### src/rtl/pc_gen_pkg.sv
// rtl/pc_gen_pkg.sv - shared FSM states, next-PC selects and alignment mask for pc_gen
package pc_gen_pkg;

  typedef enum logic [1:0] {
    BOOT,
    RUN,
    HALT
  } pc_state_t;

  typedef enum logic [2:0] {
    SEL_TRAP,
    SEL_MISAL,
    SEL_BRANCH,
    SEL_RAS,
    SEL_SEQ,
    SEL_HOLD
  } pc_sel_t;

  // Low address bits that must be zero for a legal 32-bit instruction target
  localparam logic [1:0] ALIGN_MASK = 2'b11;

endpackage

### src/rtl/pc_gen_ras_stack.sv
// rtl/pc_gen_ras_stack.sv - circular return-address stack with saturating count
module ras_stack #(
  parameter int RAS_DEPTH  = 4,
  parameter int DATA_WIDTH = 32
) (
  input  logic                  clk,
  input  logic                  rst,
  input  logic                  push,
  input  logic                  pop,
  input  logic                  flush,
  input  logic [DATA_WIDTH-1:0] din,
  output logic [DATA_WIDTH-1:0] top,
  output logic                  empty
);

  localparam int PTR_W = $clog2(RAS_DEPTH);
  localparam int CNT_W = PTR_W + 1;
  localparam logic [PTR_W-1:0] PTR_ONE = PTR_W'(1);
  localparam logic [CNT_W-1:0] CNT_ONE = CNT_W'(1);
  localparam logic [CNT_W-1:0] CNT_FULL = CNT_W'(RAS_DEPTH);

  logic [DATA_WIDTH-1:0] mem [RAS_DEPTH];
  logic [PTR_W-1:0]      ptr;
  logic [PTR_W-1:0]      top_idx;
  logic [CNT_W-1:0]      count;
  logic                  full;
  logic                  swap;

  // ptr is the next free slot; once full it also addresses the oldest entry
  assign top_idx = ptr - PTR_ONE;
  assign top     = mem[top_idx];
  assign empty   = (count == '0);
  assign full    = (count == CNT_FULL);
  assign swap    = push & pop & ~empty;

  always_ff @(posedge clk) begin
    if (!flush && push) begin
      if (swap) begin
        mem[top_idx] <= din;
      end else begin
        mem[ptr] <= din;
      end
    end
  end

  always_ff @(posedge clk or negedge rst) begin
    if (!rst) begin
      ptr   <= '0;
      count <= '0;
    end else if (flush) begin
      count <= '0;
    end else if (swap) begin
      ptr   <= ptr;
    end else if (push) begin
      ptr <= ptr + PTR_ONE;
      if (!full) begin
        count <= count + CNT_ONE;
      end
    end else if (pop && !empty) begin
      ptr   <= top_idx;
      count <= count - CNT_ONE;
    end
  end

endmodule

### src/rtl/pc_gen.sv
// rtl/pc_gen.sv - fetch program-counter generator; return-address stack enabled by PC_GEN_RAS_EN
module pc_gen
  import pc_gen_pkg::*;
#(
  parameter int                    DATA_WIDTH   = 32,
  parameter logic [DATA_WIDTH-1:0] RESET_VECTOR = 32'h0000_0000,
  parameter int                    INC          = 4,
  parameter int                    RAS_DEPTH    = 4
) (
  input  logic                  clk,
  input  logic                  rst,
  input  logic                  Stall,
  input  logic                  Halt,
  input  logic                  Resume,
  input  logic                  Branch_Taken,
  input  logic [DATA_WIDTH-1:0] Branch_Target,
  input  logic                  Trap,
  input  logic [DATA_WIDTH-1:0] Trap_Target,
  input  logic                  Call_Push,
  input  logic                  Ret_Pop,
  input  logic                  Fetch_Ready,
  output logic                  Fetch_Valid,
  output logic [DATA_WIDTH-1:0] Current_PC,
  output logic [DATA_WIDTH-1:0] PC_Plus_Inc,
  output logic                  Misaligned
);

  pc_state_t             state;
  pc_sel_t               sel;
  logic [DATA_WIDTH-1:0] pc_q;
  logic [DATA_WIDTH-1:0] pc_next;
  logic [DATA_WIDTH-1:0] ras_top;
  logic                  fv_q;
  logic                  mis_q;
  logic                  accept;
  logic                  adv;
  logic                  br_misal;
  logic                  ras_empty;
  logic                  ras_hit;

  assign Current_PC  = pc_q;
  assign Fetch_Valid = fv_q;
  assign Misaligned  = mis_q;
  assign PC_Plus_Inc = pc_q + DATA_WIDTH'(INC);

  assign accept   = fv_q & Fetch_Ready & ~Stall;
  // A halting or redirected cycle does not consume the fetch, so the stack is left alone too
  assign adv      = accept & ~Halt & ~Trap & ~Branch_Taken;
  assign br_misal = Branch_Taken & ((Branch_Target[1:0] & ALIGN_MASK) != 2'b00);
  assign ras_hit  = Ret_Pop & ~ras_empty;

`ifdef PC_GEN_RAS_EN
  ras_stack #(
    .RAS_DEPTH  (RAS_DEPTH),
    .DATA_WIDTH (DATA_WIDTH)
  ) u_ras (
    .clk   (clk),
    .rst   (rst),
    .push  (adv & Call_Push),
    .pop   (adv & Ret_Pop),
    .flush (sel == SEL_TRAP),
    .din   (PC_Plus_Inc),
    .top   (ras_top),
    .empty (ras_empty)
  );
`else
  localparam int unused_ras_depth = RAS_DEPTH;
  logic unused_call;
  assign unused_call = Call_Push;
  assign ras_top     = '0;
  assign ras_empty   = 1'b1;
`endif

  always_comb begin
    sel = SEL_HOLD;
    case (state)
      RUN: begin
        if (Trap)                sel = SEL_TRAP;
        else if (br_misal)       sel = SEL_MISAL;
        else if (Branch_Taken)   sel = SEL_BRANCH;
        else if (adv && ras_hit) sel = SEL_RAS;
        else if (adv)            sel = SEL_SEQ;
      end
      HALT: begin
        if (Trap) sel = SEL_TRAP;
      end
      default: sel = SEL_HOLD;
    endcase
  end

  always_comb begin
    pc_next = pc_q;
    case (sel)
      SEL_TRAP:   pc_next = Trap_Target;
      SEL_MISAL:  pc_next = Trap_Target;
      SEL_BRANCH: pc_next = Branch_Target;
      SEL_RAS:    pc_next = ras_top;
      SEL_SEQ:    pc_next = PC_Plus_Inc;
      default:    pc_next = pc_q;
    endcase
  end

  always_ff @(posedge clk or negedge rst) begin
    if (!rst) begin
      state <= BOOT;
      pc_q  <= RESET_VECTOR;
      fv_q  <= 1'b0;
      mis_q <= 1'b0;
    end else begin
      pc_q  <= pc_next;
      mis_q <= (sel == SEL_MISAL);
      case (state)
        BOOT: begin
          state <= RUN;
          fv_q  <= 1'b1;
        end
        RUN: begin
          if (Halt) begin
            state <= HALT;
            fv_q  <= 1'b0;
          end
        end
        HALT: begin
          if (Trap || Resume) begin
            state <= RUN;
            fv_q  <= 1'b1;
          end
        end
        default: begin
          state <= BOOT;
          fv_q  <= 1'b0;
        end
      endcase
    end
  end

endmodule

### config.mk
export PLATFORM = sky130hd
export DESIGN_NAME = pc_gen
export DESIGN_NICKNAME = d
export VERILOG_FILES = /design/src/rtl/pc_gen_pkg.sv /design/src/rtl/pc_gen_ras_stack.sv /design/src/rtl/pc_gen.sv
export SDC_FILE = /design/constraint.sdc
export NUM_CORES = 1
export LEC_CHECK = 0
export CORE_MARGIN = 3
export CORE_UTILIZATION = 42
export CTS_CLUSTER_SIZE = 12
export DETAILED_ROUTE_END_ITERATION = 10
export GPL_TIMING_DRIVEN = 0
export PLACE_DENSITY = 0.82
export SLEW_MARGIN = 0
export SYNTH_ARGS = -nofsm -noshare
export SYNTH_HDL_FRONTEND = slang
export SYNTH_SLANG_ARGS = --single-unit
### constraint.sdc
create_clock -name clk -period 3.05 [get_ports clk]
set_clock_uncertainty 0.15 [all_clocks]
set_input_delay 0.61 -clock clk [delete_from_list [all_inputs] [get_ports clk]]
set_output_delay 0.61 -clock clk [all_outputs]
set_load 0.005 [all_outputs]
After elaboration in Yosys (flattened, before gate mapping)

Index checks and enable logic that the tools add are counted.
W data, S select, Z words.

Flip-flop bits (word level): 36
Input port bits: 74
Output and inout port bits: 66

Add/subtract/negate cells: 1
Equality and inequality tests: 8
Multiplexer cells: 13
Bitwise gates (word level): 10
Reduce and logical (&&, ||, !) cells: 7

Operator list:

| kind                    | number |
|---|---|
| $pmux W32 S4            | 1 |
| $add A32 B3 Y32 const B | 1 |
| $mux W3                 | 4 |
| $and A1 B1 Y1           | 6 |
| $eq A3 B2 Y1 const B    | 2 |
| $pmux W2 S3             | 1 |
| $pmux W3 S2             | 1 |
| $mux W2                 | 2 |
| $ne A2 B2 Y1 const B    | 2 |
| $not A1 Y1              | 4 |
| $reduce_bool A4 Y1      | 1 |
| $eq A3 B1 Y1 const B    | 1 |
| $eq A3 B3 Y1 const B    | 1 |
| $logic_not A3 Y1        | 1 |
| $mux W1                 | 3 |
| $pmux W1 S3             | 1 |
| $eq A2 B1 Y1 const B    | 1 |
| $eq A2 B2 Y1 const B    | 1 |
| $logic_not A2 Y1        | 1 |
| $reduce_and A2 Y1       | 1 |
| $reduce_bool A2 Y1      | 1 |
| $reduce_or A2 Y1        | 1 |
| $logic_or A1 B1 Y1      | 1 |

Longest topological paths before layout

Gate-level depths: netlist of the first run.

Depth in word-level cells: 13
Mapped depth: 9

Least setup slack after synthesis of the first run

Ideal clock, no wire load.

Kind: reg2out
From: reg pc_q[2], in the netlist Current_PC[2]
To: out PC_Plus_Inc[28]
Arrival time: 1.660 ns
Slack: 0.630 ns
Cell stages (with the launch flop): 6
Path through: dfrtp_1 > ha_1 > nand2_1 > nor4_2 > nand4_1 > xnor2_1

Cells in the longest elaborated chain, start to end: 1

Ends and longest elaborated chain:

| item                     | RTL line      | RTL |
|---|---|---|
| start: declaration       | pc_gen.sv:30  | `logic [DATA_WIDTH-1:0] pc_q;` |
| start signal: assignment | pc_gen.sv:110 | `pc_q <= pc_next;` |
| $add A32 B3 Y32          | pc_gen.sv:44  | `assign PC_Plus_Inc = pc_q + DATA_WIDTH'(INC);` |
| end: declaration         | pc_gen.sv:24  | `output logic [DATA_WIDTH-1:0] PC_Plus_Inc,` |

Every way passes these cells.

Worst setup path in the final report of the first run

From: reg pc_q[12], in the netlist Current_PC[12]
To: out PC_Plus_Inc[30]

The elaborated chain is that of the path after synthesis.

==> results of run 1 <==
## cells by family (layout without fill, tap and decap cells)
group	after synthesis	after routing	share of synthesized area
xor+xnor	27	27	0.0811
buf+inv	35	200	0.0579
compound gates	75	75	0.188
fa+ha+maj	5	5	0.0215
simple gates	116	116	0.227
flops	36	36	0.309
mux	32	32	0.115
## flip-flops by register name (all words and copies together) (netlist names)
signal,flops
Current_PC,32
state,2
Fetch_Valid,1
Misaligned,1
## layer usage
metal	GRT usage	up-vias	share of wire
li1	-	1532	-
met1	0.318	1602	0.40
met2	0.440	164	0.49
met3	0.0553	26	0.082
met4	0.0920	0	0.020
met5	0	-	0
## placed cells by master (no fill, tap or decap), types with 3 or more instances in the layout
master / n
clkdlybuf4s50_1: 121
nand2_1: 32
dfrtp_1: 24
buf_4: 24
o21ai_0: 23
xnor2_1: 20
mux2i_1: 19
nor2_1: 17
nand3_1: 15
mux2_2: 13
dfrtp_2: 12
buf_2: 11
inv_1: 10
a21oi_1: 9
o32a_1: 8
dlymetal6s2s_1: 8
clkbuf_8: 7
dlygate4sd2_1: 7
xor2_1: 6
nand2b_1: 6
clkbuf_1: 6
o311ai_0: 6
nand3_2: 5
nor4_4: 5
a31oi_1: 5
nand3_4: 4
a32oi_1: 4
o221ai_1: 4
ha_1: 4
clkbuf_4: 3
buf_6: 3
and3_1: 3
nand4_1: 3
o311ai_2: 3
## worst max-delay path: cells and delay by family, from the launching register on
kind | cells | cell delay, ns
xor gates and xnor gates | 1 | 0.19
DFF | 1 | 0.48
and+or+nand+nor | 3 | 0.74
buffers and inverters | 1 | 0.55
## metrics by stage
stage,power [mW],hold slack (ns),util,instances
3_3_place_gp,3.58,0.335,0.671,540
2_1_floorplan,2.28,0.164,-,326
3_5_place_dp,3.66,0.338,0.670,540
6_report,4.31,0.275,0.740,568
5_1_grt,4.60,0.334,0.740,568
4_1_cts,4.20,0.306,0.721,563
## worst paths after layout
check	end	startpoint	slack, ns
min in group clk	Current_PC[0]	Current_PC[0]	0.35
worst min-delay path	Current_PC[23]	rst	0.27
worst min register to register	Current_PC[0]	Current_PC[0]	0.35
max in group asynchronous	Current_PC[11]	rst	1.86
worst max-delay path	PC_Plus_Inc[30]	Current_PC[12]	0.04
worst max register to register	Current_PC[16]	state[1]	0.25
## final cells by class
type,count,area [sq um],share of cell area
Buffer,25,148,0.0305
Clock buffer,7,96.3,0.0199
Inverter,10,37.5,0.00776
Multi-Input combinational cell,255,2000,0.414
Sequential cell,36,916,0.189
Tap cell,77,96.3,0.0199
Timing Repair Buffer,158,1540,0.318
## power by group through the flow
stage,clock network [mW],registers (mW),logic [mW]
2_1_floorplan,0,1.03,1.25
3_3_place_gp,0,1.06,2.52
3_5_place_dp,0,1.08,2.58
4_1_cts,0.387,1.09,2.71
5_1_grt,0.408,1.15,3.03
6_report,0.388,1.12,2.80
## cells in the mapped netlist (3+ instances only)
library cell	instances	area, sq um
a21oi_1	9	45.0
a31oi_1	5	31.3
a32oi_1	4	35.0
and3_1	3	18.8
buf_2	13	65.1
buf_4	3	22.5
clkbuf_1	6	22.5
dfrtp_1	36	901
ha_1	5	62.6
inv_1	10	37.5
mux2_2	13	146
mux2i_1	19	190
nand2_1	35	131
nand2b_1	6	37.5
nand3_1	21	105
nand4_1	3	18.8
nor2_1	21	78.8
nor4_1	4	25.0
o21ai_0	23	115
o221ai_1	4	35.0
o311ai_0	6	52.6
o311ai_2	3	48.8
o32a_1	8	80.1
xnor2_1	21	184
xor2_1	6	52.6
## timing repair
action,4_1_cts,5_1_grt
gates resized for setup,37,28
setup buffers,16,5
endpoints found under the setup margin,22,16
hold endpoints to repair,0,0
pin swaps,9,12
==> metrics.csv, run 1 <==
stage,metric,value,unit
grt,grt_pass1_vias,3246,
sta,setup_viol,0,
power_and_ir_drop,power_frac_comb,0.650,
synth,synth_ff_type,dfrtp_1,
floorplanning,die_area,7980,sq um
drt,num_vias,3324,
power_and_ir_drop,leakage,2.15,nW
sta,timing.final.crit_period,3.01,ns
drt,final_antenna_net_count,0,
sta,relSlewSlack,0.416,
power_and_ir_drop,clockPowerShare,0.090,
sta,fin_ws,0.0398,ns
power_and_ir_drop,p_int,2.45,mW
power_and_ir_drop,p_sw,1.86,mW
grt,grt_usage,0.257,
drt,drcViolationCount,0,
floorplanning,core-area,6530,sq um
place,gp_congestion,0.848,
drt,routedWlPerCell,18.8,um
drt,drtIter0Drc,268,
place,dpl.hpwl,7.40,mm
final_layout,n_fill_cell,474,
clocking,cts_buffer_depth,2,
clocking,clock_sinks,36,
final_layout,syn2layout_area_growth,65.8,%
outcome,outcome,completed,
sta,setup_tns,0,ns
synth,yosysSeqAreaShare,0.309,
power_and_ir_drop,vdd_drop_max,0.548,mV
sta,timing.final.hold_violations,0,
floorplanning,start_util,0.447,
synth,synth_area_per_cell,8.95,sq um
setup_path,reg2reg_depth,8,
setup_path,critical_path_class,reg2out,
synth,syn-cell-area,2920,sq um
drt,drt_wl_total,10.7,mm
grt,grt_max_degree,37,
clocking,hold_buffers,0,
drt,dr.pass1.iters,6,
setup_path,cp-end-kind,output port,
grt,antenna_found_initial,0,
setup_path,cp.arrival,2.25,ns
sta,tightest_slew,0.875,ns
drt,viasPerCell,5.85,
min_path,holdCritPathClass,in2async,
final_layout,final_cell_area,4830,sq um
setup_path,cp_slowest_stage_delay,0.55,ns
final_layout,n_antenna_cell,0,
floorplanning,die_x,89.3,um
setup_path,start_kind,flip-flop,
synth,synthCells,326,
clocking,tritoncts,yes,
place,portBuffers,137,
setup_path,path_cells,"nand4_4, nor4_4, nand3_2, xnor2_1, clkdlybuf4s50_1",
grt,grt-ovfl-total,0,
power_and_ir_drop,power.density,891,nW/um^2
synth,netlist-cell-type-count,54,
synth,async_flop_share,1.00,
power_and_ir_drop,seq_power_share,0.260,
final_layout,drive_gt1_frac,0.214,
synth,synth_nets,405,
sta,period_share,0.987,
setup_path,cp_max_fo,6,
setup_path,critPathSlowestCell,clkdlybuf4s50_1,
clocking,cts_buffers,5,
synth,ys_ff_latch,36,
clocking,clk_latency,0.30,ns
floorplanning,io_pins,140,
synth,synth_edf_count,0,
power_and_ir_drop,swShare,0.431,
setup_path,critPathRequiredTime,2.29,ns
sta,final_max_slew_viol_count,0,
floorplanning,rows,29,
final_layout,final_nets,570,
sta,fmax,332,MHz
clocking,root_buffer,clkbuf_8,
place,place_area,4380,sq um
clocking,h-tree-depth,2,
floorplanning,die_h,89.3,um
grt,grt_pass1_wl,15.9,mm
synth,yosys_warnings,0,
clocking,clkTransAtPathRegs,0.08,ns
place,pre_cts_slack,-0.200,ns
run,maxCapViolCount,0,
Power figures use the tool's default switching activity.
==> run 2, diff against run 1 <==
--- a/config.mk
+++ b/config.mk
@@ -10,7 +10,8 @@
 export CTS_CLUSTER_SIZE = 12
 export DETAILED_ROUTE_END_ITERATION = 10
 export GPL_TIMING_DRIVEN = 0
-export PLACE_DENSITY = 0.82
+export PLACE_DENSITY = 0.83
+export SETUP_SLACK_MARGIN = 0.1
 export SLEW_MARGIN = 0
 export SYNTH_ARGS = -nofsm -noshare
 export SYNTH_HDL_FRONTEND = slang
==> run 2 against run 1 <==
The run now ends with negative setup slack left; sequential power about the same; cell count up 3.5%; critical path depth up 2; sequential cell count unchanged; worst hold slack worse by 0.017 ns; count of clock-buffer cells in the layout down 1; maximum frequency down 3.2%; via count up 7.3%; wire length up 10%; utilization up 1.8 points; total power up 2.6%; critical path type unchanged; largest cell class unchanged; largest power group unchanged; highest routed layer unchanged.
==> metrics.csv, run 2 (synthesis gave the netlist of run 1 again) <==
stage,metric,value,unit
grt,antenna_found_initial,0,
setup_path,reg2reg_depth,9,
final_layout,final_nets,590,
power_and_ir_drop,vdd_drop_max,0.583,mV
clocking,cts_buffers,5,
sta,tightest_slew,0.881,ns
setup_path,critPathLaunch,Current_PC[20],
drt,num_vias,3567,
floorplanning,die_x,89.3,um
place,dpl.hpwl,7.46,mm
floorplanning,core-area,6530,sq um
grt,grt_pass1_wl,16.2,mm
final_layout,layout_common_cells,"clkdlybuf4s50_1 (121), buf_4 (41), nand2_1 (30)",
power_and_ir_drop,p_total,4.42,mW
drt,drtIter0Drc,336,
drt,viasPerCell,6.07,
drt,drt_wl_total,11.7,mm
setup_path,cp-end-kind,output port,
sta,relSlewSlack,0.413,
power_and_ir_drop,leakage,2.23,nW
drt,routedWlPerCell,20.0,um
outcome,violations,negative setup slack,
setup_path,reg2reg_to,Current_PC[31],
clocking,clk_latency,0.30,ns
final_layout,drive_gt1_frac,0.266,
setup_path,cp.arrival,2.35,ns
outcome,outcome,"complete, but fails checks",
sta,setup_tns,-0.101,ns
final_layout,n_antenna_cell,0,
setup_path,start_kind,flip-flop,
run,maxCapViolCount,0,
drt,drcViolationCount,0,
clocking,clock_sinks,36,
sta,final_max_slew_viol_count,0,
grt,grt_usage,0.264,
sta,rsz0062_at_grt,true,
setup_path,cp_slowest_stage_delay,0.53,ns
clocking,cts_buffer_depth,2,
clocking,tritoncts,yes,
place,gp_congestion,0.893,
clocking,clkTransAtPathRegs,0.08,ns
grt,grt_pass1_vias,3225,
grt,grt-ovfl-total,0,
power_and_ir_drop,power.density,893,nW/um^2
sta,fin_ws,-0.0589,ns
floorplanning,io_pins,140,
setup_path,critical_path_class,reg2out,
grt,grt_max_degree,37,
floorplanning,rows,29,
final_layout,final_common_cell,clkdlybuf4s50_1,
sta,period_share,1.02,
setup_path,cp_max_fo,7,
floorplanning,start_util,0.447,
setup_path,critPathRequiredTime,2.29,ns
drt,final_antenna_net_count,0,
clocking,root_buffer,clkbuf_8,
setup_path,path_cells,"clkbuf_2, nand3_1, nor3_4, buf_4, nand4_1, xnor2_1, clkdlybuf4s50_1",
floorplanning,die_area,7980,sq um
final_layout,n_fill_cell,454,
setup_path,rrSetupSlack,0.39,ns
setup_path,critPathSlowestCell,clkdlybuf4s50_1,
min_path,holdCritPathClass,in2async,
final_layout,largest_reg_flops,32,
clocking,h-tree-depth,2,
place,portBuffers,137,
sta,timing.final.hold_violations,0,
setup_path,reg2reg_from,state[1],
sta,fin_hold_ws,0.258,ns
floorplanning,die_h,89.3,um
final_layout,syn2layout_area_growth,69.7,%
sta,fmax,322,MHz
drt,dr.pass1.iters,5,
sta,timing.final.crit_period,3.11,ns
sta,setup_viol,2,
-- run 2: changes by cell type in the layout (fill, tap and decap cells not counted), sizes merged --
cell | previous run | this run
buf | 38 | 62
clkbuf | 16 | 20
clkdlybuf4s15 | 0 | 1
clkinv | 0 | 1
dlygate4sd2 | 7 | 1
dlymetal6s2s | 8 | 4
-- run 2: routing by layer --
| metal | up-vias | wire, um | track usage |
|---|---|---|---|
| met5 | - | 0 | 0 |
| met3 | 43 | 1070 | 0.0571 |
| li1 | 1573 | - | - |
| met4 | 0 | 382 | 0.0731 |
| met1 | 1714 | 4390 | 0.327 |
| met2 | 237 | 5900 | 0.460 |
-- run 2: repair_timing --
action / 4_1_cts / 5_1_grt
endpoints found under the setup margin: 23 / 29
resized for setup: 45 / 50
pin swaps: 15 / 7
setup buffers: 24 / 17
hold buffers: 0 / 0
cloned: 0 / 0
-- run 2: through the flow --
step	cell area [sq um]	instances	util	setup WS [ns]
2_1_floorplan	2920	326	-	0.630
3_3_place_gp	4380	540	0.671	-0.163
3_5_place_dp	4380	540	0.670	-0.212
4_1_cts	4760	571	0.730	-0.0157
5_1_grt	4950	588	0.758	-0.166
6_report	4950	588	0.758	-0.0589
-- run 2: how the worst max path moves through the flow --
| stage | cells after the start | end | slack, ns |
|---|---|---|---|
| 2_1_floorplan | 5 | PC_Plus_Inc[28] | 0.63 |
| 3_3_place_gp | 6 | PC_Plus_Inc[28] | -0.16 |
| 3_5_place_dp | 6 | PC_Plus_Inc[30] | -0.21 |
| 4_1_cts | 7 | PC_Plus_Inc[28] | -0.02 |
| 5_1_grt | 7 | PC_Plus_Inc[28] | -0.17 |
| 6_report | 7 | PC_Plus_Inc[28] | -0.06 |
-- run 2: critical path: cells and delay by family, from the launching register on --
| kind | cells | cell delay (ns) |
|---|---|---|
| buffers and inverters | 3 | 0.89 |
| xor gates and xnor gates | 1 | 0.18 |
| and+or+nand+nor | 3 | 0.63 |
| DFF | 1 | 0.35 |
-- run 2: final cells by class --
class,instances,area [sq um],share of cell area
Timing Repair Buffer,178,1660,0.335
Sequential cell,36,916,0.185
Clock inverter,1,5.00,0.00101
Inverter,10,37.5,0.00758
Multi-Input combinational cell,255,2000,0.404
Clock buffer,6,72.6,0.0147
Buffer,25,164,0.0331
Tap cell,77,96.3,0.0195
-- run 2: power breakdown --
group | switching, mW | total [mW] | internal (mW)
clock | 0.192 | 0.348 | 0.156
combinational | 1.36 | 2.94 | 1.58
sequential | 0.386 | 1.13 | 0.744
total | 1.94 | 4.42 | 2.48
